<file path="src/rtl/row_cache_assoc.sv">
// row_cache_assoc
// N-way set-associative row cache for the DDR FSM emulation path. A requested
// DRAM row (RowId) is mapped onto a cache slot cRowId = {set, way}. On a miss
// the requester is stalled with hold until the backing store raises sync, and
// the dirty victim (if any) is reported for writeback. Replacement is true LRU
// using a per-way age that is always a permutation of 0..WAYS-1 within a set.
//
// Ports:
//   clk, rst            rising-edge clock, asynchronous active-high reset
//   RD, WR              level requests held until ack; WR wins over RD
//   RowId               requested row, sampled when the request is accepted
//   sync                backing store finished writeback/fill (used in MISS)
//   hold                miss stall
//   ack, hit            request complete; hit qualifies ack (0 = filled)
//   cRowId              chosen slot {set, way}
//   evict, evictRowId   dirty victim and its row {victim tag, set}
//   hitCnt, missCnt     saturating statistics
module row_cache_assoc #(
  parameter int CHWIDTH   = 5,
  parameter int ADDRWIDTH = 17,
  parameter int WAYBITS   = 2,
  parameter int CNTWIDTH  = 16
) (
  input  logic                 clk,
  input  logic                 rst,
  input  logic                 RD,
  input  logic                 WR,
  input  logic [ADDRWIDTH-1:0] RowId,
  input  logic                 sync,
  output logic                 hold,
  output logic                 ack,
  output logic                 hit,
  output logic [CHWIDTH-1:0]   cRowId,
  output logic                 evict,
  output logic [ADDRWIDTH-1:0] evictRowId,
  output logic [CNTWIDTH-1:0]  hitCnt,
  output logic [CNTWIDTH-1:0]  missCnt
);

  localparam int SETBITS = CHWIDTH - WAYBITS;
  localparam int WAYS    = 1 << WAYBITS;
  localparam int ROWS    = 1 << CHWIDTH;
  localparam int TAGW    = ADDRWIDTH - SETBITS;
  localparam int AGEW    = (WAYBITS > 0) ? WAYBITS : 1;
  localparam logic [ADDRWIDTH-1:0] SETMASK = ADDRWIDTH'((1 << SETBITS) - 1);

  typedef enum logic [1:0] {IDLE, LOOKUP, MISS, DONE} stateType;

  stateType             state;
  logic [ADDRWIDTH-1:0] reqRow;
  logic                 reqWrite;

  logic                 validBits [ROWS];
  logic                 dirtyBits [ROWS];
  logic [TAGW-1:0]      tags      [ROWS];
  logic [AGEW-1:0]      ages      [ROWS];

  logic [TAGW-1:0]      reqTag;
  logic [CHWIDTH-1:0]   baseSlot;
  logic [CHWIDTH-1:0]   scanSlot;
  logic                 hitFound;
  logic [CHWIDTH-1:0]   hitSlot;
  logic                 invFound;
  logic [CHWIDTH-1:0]   invSlot;
  logic [CHWIDTH-1:0]   lruSlot;
  logic [CHWIDTH-1:0]   victimSlot;
  logic                 doTouch;
  logic [CHWIDTH-1:0]   touchSlot;
  logic [AGEW-1:0]      touchAge;

  // The first slot of a set is the set index shifted up past the way bits,
  // so slot numbers come out as {set, way}.
  assign reqTag   = TAGW'(reqRow >> SETBITS);
  assign baseSlot = CHWIDTH'(reqRow & SETMASK) << WAYBITS;

  // Scan every way of the addressed set at once: find a tag hit, the
  // lowest-index invalid way, and the way carrying the oldest age. An empty
  // way is always preferred as victim so a valid line is never thrown out
  // while space remains in the set.
  always_comb begin
    scanSlot = baseSlot;
    hitFound = 1'b0;
    hitSlot  = baseSlot;
    invFound = 1'b0;
    invSlot  = baseSlot;
    lruSlot  = baseSlot;
    for (int w = 0; w < WAYS; w++) begin
      scanSlot = baseSlot | CHWIDTH'(w);
      if (validBits[scanSlot] && (tags[scanSlot] == reqTag) && !hitFound) begin
        hitFound = 1'b1;
        hitSlot  = scanSlot;
      end
      if (!validBits[scanSlot] && !invFound) begin
        invFound = 1'b1;
        invSlot  = scanSlot;
      end
      if (ages[scanSlot] == AGEW'(WAYS - 1)) begin
        lruSlot = scanSlot;
      end
    end
    victimSlot = invFound ? invSlot : lruSlot;
  end

  // An access that touches the LRU order is either a hit in LOOKUP or the
  // fill completing in MISS; in the latter case the way is the one already
  // registered in cRowId.
  assign doTouch   = ((state == LOOKUP) && hitFound) || ((state == MISS) && sync);
  assign touchSlot = (state == MISS) ? cRowId : hitSlot;
  assign touchAge  = ages[touchSlot];

  // Line storage and per-set ages. Reset invalidates everything and seeds the
  // ages with the way number so each set starts as a valid permutation. On a
  // touch every younger way in the set ages by one and the touched way becomes
  // MRU, which keeps the ages a permutation.
  always_ff @(posedge clk or posedge rst) begin
    if (rst) begin
      for (int i = 0; i < ROWS; i++) begin
        validBits[i] <= 1'b0;
        dirtyBits[i] <= 1'b0;
        tags[i]      <= '0;
        ages[i]      <= AGEW'(i % WAYS);
      end
    end else begin
      if ((state == LOOKUP) && hitFound && reqWrite) begin
        dirtyBits[hitSlot] <= 1'b1;
      end
      if ((state == MISS) && sync) begin
        validBits[cRowId] <= 1'b1;
        dirtyBits[cRowId] <= reqWrite;
        tags[cRowId]      <= reqTag;
      end
      if (doTouch) begin
        for (int w = 0; w < WAYS; w++) begin
          if (ages[baseSlot | CHWIDTH'(w)] < touchAge) begin
            ages[baseSlot | CHWIDTH'(w)] <= ages[baseSlot | CHWIDTH'(w)] + AGEW'(1);
          end
        end
        ages[touchSlot] <= '0;
      end
    end
  end

  // Request sequencing and all registered outputs. The row and operation are
  // captured on accept so later RowId changes cannot disturb the access, and
  // DONE waits for both request lines to drop so a request left high after
  // ack is never looked up twice. Counters stop at all-ones.
  always_ff @(posedge clk or posedge rst) begin
    if (rst) begin
      state      <= IDLE;
      reqRow     <= '0;
      reqWrite   <= 1'b0;
      hold       <= 1'b0;
      ack        <= 1'b0;
      hit        <= 1'b0;
      cRowId     <= '0;
      evict      <= 1'b0;
      evictRowId <= '0;
      hitCnt     <= '0;
      missCnt    <= '0;
    end else begin
      case (state)
        IDLE: begin
          if (RD || WR) begin
            reqRow   <= RowId;
            reqWrite <= WR;
            state    <= LOOKUP;
          end
        end
        LOOKUP: begin
          if (hitFound) begin
            cRowId <= hitSlot;
            ack    <= 1'b1;
            hit    <= 1'b1;
            if (hitCnt != '1) hitCnt <= hitCnt + CNTWIDTH'(1);
            state  <= DONE;
          end else begin
            cRowId     <= victimSlot;
            evict      <= validBits[victimSlot] & dirtyBits[victimSlot];
            evictRowId <= (ADDRWIDTH'(tags[victimSlot]) << SETBITS) | (reqRow & SETMASK);
            hold       <= 1'b1;
            if (missCnt != '1) missCnt <= missCnt + CNTWIDTH'(1);
            state      <= MISS;
          end
        end
        MISS: begin
          if (sync) begin
            hold       <= 1'b0;
            evict      <= 1'b0;
            evictRowId <= '0;
            ack        <= 1'b1;
            hit        <= 1'b0;
            state      <= DONE;
          end
        end
        DONE: begin
          if (!RD && !WR) begin
            ack   <= 1'b0;
            hit   <= 1'b0;
            state <= IDLE;
          end
        end
        default: state <= IDLE;
      endcase
    end
  end

endmodule

</file>
<file path="config.mk">
export PLATFORM = sky130hd
export DESIGN_NAME = row_cache_assoc
export DESIGN_NICKNAME = d
export VERILOG_FILES = /design/src/rtl/row_cache_assoc.sv
export SDC_FILE = /design/constraint.sdc
export NUM_CORES = 2
export LEC_CHECK = 0
export BUFFER_PORTS_ARGS = -buffer_cell sky130_fd_sc_hd__buf_2
export CORE_MARGIN = 4
export CORE_UTILIZATION = 25
export DETAILED_ROUTE_END_ITERATION = 7
export PLACE_DENSITY = 0.47
export SLEW_MARGIN = 20
export SYNTH_ARGS = -nofsm -noshare
export SYNTH_HDL_FRONTEND = slang
export SYNTH_SLANG_ARGS = --single-unit
</file>
<file path="constraint.sdc">
create_clock -name clk -period 41.2 [get_ports clk]
set_input_delay 8.24 -clock clk [delete_from_list [all_inputs] [get_ports clk]]
set_output_delay 8.24 -clock clk [all_outputs]
set_load 0.02 [all_outputs]
</file>
; Word-level counts from Yosys, hierarchy flattened
; Index checks and enable logic that the tools add are counted.
[word_totals]
in_bits = 22
word_cells = 356
register_bits = 654
out_inout_bits = 58
[classes]
muxes = 118
reduce_logical = 42
n_bitwise = 15
n_addsub = 6
order_cmp = 19
n_eq_ne = 17
[ops]
columns = operator, count
row1 = 64-bit two-way mux, 8
row2 = 448-bit bitwise mux, 1
row3 = 14-bit binary-select mux with 5-bit select, 5
row4 = 64-bit bitwise mux, 4
row5 = 14-bit two-way mux, 11
row6 = 14-bit demux with 5-bit select, 1
row7 = 64-bit AND, 1
row8 = 32-bit two-way mux, 2
row9 = 64-bit inverter, 1
row10 = 32-bit bitwise OR, 2
row11 = 14-bit equality test, 4
row12 = 2-bit two-way mux, 26
row13 = 2-bit binary-select mux with 5-bit select, 5
row14 = 2-bit demux with 5-bit select, 5
row15 = 6-bit >= comparator (second input constant), 8
row16 = 5-bit inverter with 6-bit output, 8
row17 = 6-bit by 1-bit < comparator with 1-bit output (second input constant), 7
row18 = 17-bit two-way mux, 2
row19 = 17-bit one-hot mux with 2 select lines, 1
row20 = 16-bit by 1-bit adder with 16-bit output (second input constant), 2
row21 = 32-bit bitwise mux, 1
row22 = 1-bit two-way mux, 32
row23 = 16-bit != test (second input constant), 2
row24 = 1-bit binary-select mux with 5-bit select, 6
row25 = other kinds (22), 72

; Depth between registers and ports, before layout
[depth]
depth_word = 34
mapped_depth = 26
ltp_nobuf = 18

; Worst setup path after synthesis
; Ideal clock, no wire load.
[synth_path]
path_type = input -> register
start = input sync
end = register tags[140] in the netlist's numbering
setup_ns = 0.125
arrival_time_ns = 9.695
setup_slack_ns = 31.380
t_required_ns = 41.075
n_path_buf = 2
cell_stages = 6
path_cell_list = nand3_1 -> nand2b_1 -> clkbuf_1 -> nor2_1 -> clkbuf_1 -> mux2_2
[synth_between]
elab_chain_cells = 1
[synth_lines]
columns = item, line_no
row1 = from (decl), 29  ; input logic sync,
row2 = 1-bit logical AND, 127  ; if ((state == MISS) && sync) begin
row3 = "to (signal, indexed assignment)", 130  ; tags[cRowId] <= reqTag;
row4 = to (decl), 55  ; logic [TAGW-1:0] tags [ROWS];
; Every way passes these cells.
; A chain may end at the register's enable or synchronous reset.

; Final worst setup path
[layout_path]
start = input sync
end = register tags[152] in the netlist's numbering
; The elaborated chain is that of the path after synthesis.

==> flow_summary_export.csv <==
group,metric,value,unit
clock_network,post_cts.repair.setup_buffers,0,
synthesis,syn_inst,3477,
die,rows,138,
die,io_pins,80,
synthesis,synth_edf_count,0,
pwr,power_density,85.66,nW/um^2
clock_network,cts_max_path_buffers,3,
flow_run,drv_cap,0,
timing,fin_ws,31.12,ns
place,dpl.hpwl,94.29,mm
synthesis,ys_ff_latch,654,
clock_network,cts_resized,0,
layout,nets,3491,
layout,syn_to_final_growth,14.35,%
worst_setup_path,worstSetupPathType,"in -> reg",
synthesis,syn_nets,3512,
timing,rsz0062_at_grt,"false",
clock_network,cts_sinks,654,
die,initial_core_util,25.27,%
worst_setup_path,crit_end,"tags[152]$_DFFE_PP0P_",
timing,tns,0,ns
worst_setup_path,worst_setup_path_end_kind,"flop",
synthesis,yosysTopAreaCellShare,43.34,%
synthesis,ys_seq_area_share,45.69,%
route,viasPerCell,5.436,
worst_setup_path,r2r_slack,32.21,ns
worst_setup_path,r2r_cells,20,
synthesis,synthXorXnorAreaFrac,1.878,%
timing,setup_violations,0,
timing,finalCritPeriodShare,24.48,%
clock_network,clock_latency,0.67,ns
synthesis,yosysMostFrequentCell,"nand2_1",
timing,finalHoldViolations,0,
worst_setup_path,crit_chain,"buf_2, nand3_1, nand2b_1, nor2_2, buf_4, mux2_2",
synthesis,synthDistinctLibCells,79,
global_routing,grt_usage,19.52,%
route,vias,29375,
pwr,power.leakage,18.19,nW
worst_setup_path,cp_max_fo,9,
die,die_h,387.0,um
timing,min_period,10.08,ns
timing,finalClockSkew,0.03278,ns
synthesis,muxShareOfSynthArea,22.11,%
place,gp_congestion,0.8550,
synthesis,synth_top_cell_by_area,"dfrtp_1",
clock_network,htree_num_levels,3,
worst_setup_path,cp-start-kind,"input pin",
worst_setup_path,crit_family,"simple AND/OR/NAND/NOR gates",
global_routing,gr-total-overflow,0,
hold_path,worstHoldPathCells,1,
die,coreArea,142100,um^2
pwr,peakVddDrop,72.85,uV
place,place_ws,30.33,ns
timing,slew_violations,0,
synthesis,synth_async_sr_flop_share,100.0,%
clock_network,cts_tree,"done",
layout,drive_gt1_share,27.59,%
place,dpl.cell_count,5262,
worst_setup_path,critPathArrivalTime,10.62,ns
global_routing,grt_pass1_vias,28624,
route,drt_iter0_drc,3138,
layout,regArea,16420,um^2
timing,max-slew-margin-rel,17.38,%
timing,fmax,99.17,MHz
worst_setup_path,crit_start,"sync",
synthesis,syn_avg_cell_area,10.33,um^2
synthesis,synth_warnings,0,
clock_network,cts-root-buf,"clkbuf_16",
route,wl_per_cell,27.91,um
worst_setup_path,crit_slowest_cell,"nor2_2",
global_routing,grt_max_degree,99,
route,wl,150.8,mm
worst_setup_path,critPathMaxStageDelay,0.96,ns
worst_setup_path,timing.rr.start,"reqRow[0]$_DFFE_PP0P_",
layout,multi_input_area,18370,um^2
clock_network,postCtsHoldBufs,0,
status,status,"finished, final reports clean",
layout,filler_cell_count,14820,
worst_setup_path,cp.required,41.74,ns
synthesis,synth-compound-area-share,11.46,%
place,portBuffers,79,
synthesis,synthAdderAreaFrac,0.4530,%
die,dieArea,149800,um^2
worst_setup_path,path_depth,6,
route,dr.pass1.iters,5,
synthesis,synthTopCellsByArea,"dfrtp_1 (43%), mux2_2 (16%), nand2_1 (6.6%)",
global_routing,grt_pass1_wl,216.8,mm
clock_network,path_clk_slew,0.06,ns
synthesis,synthSimpleGateAreaFrac,14.69,%
die,die_w,387.0,um
clock_network,cts-buffers-inserted,82,
route,drc,0,
timing,fin_hold_ws,0.4710,ns
global_routing,antenna_found_initial,4,
synthesis,syn_area,35910,um^2
synthesis,synth_top_family_by_area,"multiplexers",
timing,tightest_slew,1.238,ns
worst_setup_path,crit_buf_inv,2,
worst_setup_path,r2r-end,"evictRowId[9]$_DFFE_PP0P_",
hold_path,hold_class,"reg -> reg",
synthesis,synth_commonest_cells,"nand2_1 (627), dfrtp_1 (622), mux2_2 (505)",
route,antenna_left,0,
synthesis,synth_top_flop_cell,"dfrtp_1",
layout,final_cells,5404,
[where the power goes]
part	switching [W]	internal, W	leakage [nW]
Clock	0.000300	0.000414	1.27
Combinational	0.00128	0.000573	8.32
Sequential	0.000152	0.000801	8.60
Total	0.00173	0.00179	18.2
[metal layers]
| layer | track usage (%) | share of wire (%) | vias to the layer above |
|---|---|---|---|
| met1 | 26.92 | 43 | 15244 |
| met5 | 0 | 0.014 | - |
| met4 | 7.681 | 4.4 | 4 |
| met2 | 30.49 | 45 | 1232 |
| met3 | 3.284 | 6.9 | 307 |
| li1 | - | - | 12588 |
[layout make-up]
type | instances | share of cell area (%)
antenna | 2 | 0.01219
tap | 1890 | 5.759
timing repair buffer | 191 | 3.059
inverter | 15 | 0.1554
clock buffer | 125 | 5.854
sequential | 654 | 39.98
multi-input combinational | 2512 | 44.74
clock inverter | 15 | 0.4388
[flip-flops by register name, indices dropped and copies added (netlist names)]
| register | count |
|---|---|
| evictRowId | 17 |
| ack | 1 |
| state | 2 |
| hold | 1 |
| hit | 1 |
| reqWrite | 1 |
| evict | 1 |
| dirtyBits | 32 |
| missCnt | 16 |
| hitCnt | 16 |
| ages | 64 |
| cRowId | 5 |
| tags | 448 |
| validBits | 32 |
| reqRow | 17 |
[worst min path at each step]
stage / startpoint / to / slack (ns)
after CTS: hold$_DFFE_PP0P_ / hold$_DFFE_PP0P_ / 0.48
after floorplan: validBits[21]$_DFFE_PP0P_ / validBits[21]$_DFFE_PP0P_ / 0.44
after global placement: hold$_DFFE_PP0P_ / hold$_DFFE_PP0P_ / 0.46
after global routing: missCnt[6]$_DFFE_PP0P_ / missCnt[6]$_DFFE_PP0P_ / 0.49
after detailed placement: hold$_DFFE_PP0P_ / hold$_DFFE_PP0P_ / 0.46
final: hold$_DFFE_PP0P_ / hold$_DFFE_PP0P_ / 0.47
[through the flow]
stage / power [W] / instance area (um^2) / utilization (%)
finish: 0.003517 / 41060 / 28.90
global route: 0.003676 / 41060 / 28.89
CTS: 0.003499 / 41050 / 28.89
detailed placement: 0.002777 / 38460 / 27.07
global placement: 0.002772 / 38450 / 27.06
floorplan: 0.002102 / 35910 / -
[placed cells by master, fill, tap and decap left out, drive strengths merged, types with 19 or more instances in the layout]
cell type and instances:
nand2 627, dfrtp 622, mux2 513, buf 191
and3 132, clkbuf 125, a21oi 113, nor2 110
mux2i 106, nand3 106, a31oi 100, o21ai 83
o22ai 82, mux4 49, xnor2 44, xor2 33
nand2b 32, dfstp 32, a221oi 31, a22oi 31
a32o 24, nor4 23, nand4 20, a311oi 20
or2 19, inv 19
[kinds of logic after synthesis]
| kind of cell | Yosys count |
|---|---|
| buffers and inverters | 311 |
| AOI/OAI and AO/OA | 605 |
| and+or+nand+nor | 1149 |
| adders and majority gates | 13 |
| xor gates and xnor gates | 77 |
| DFF | 654 |
| muxes | 668 |
(Power assumes the default switching activity.)
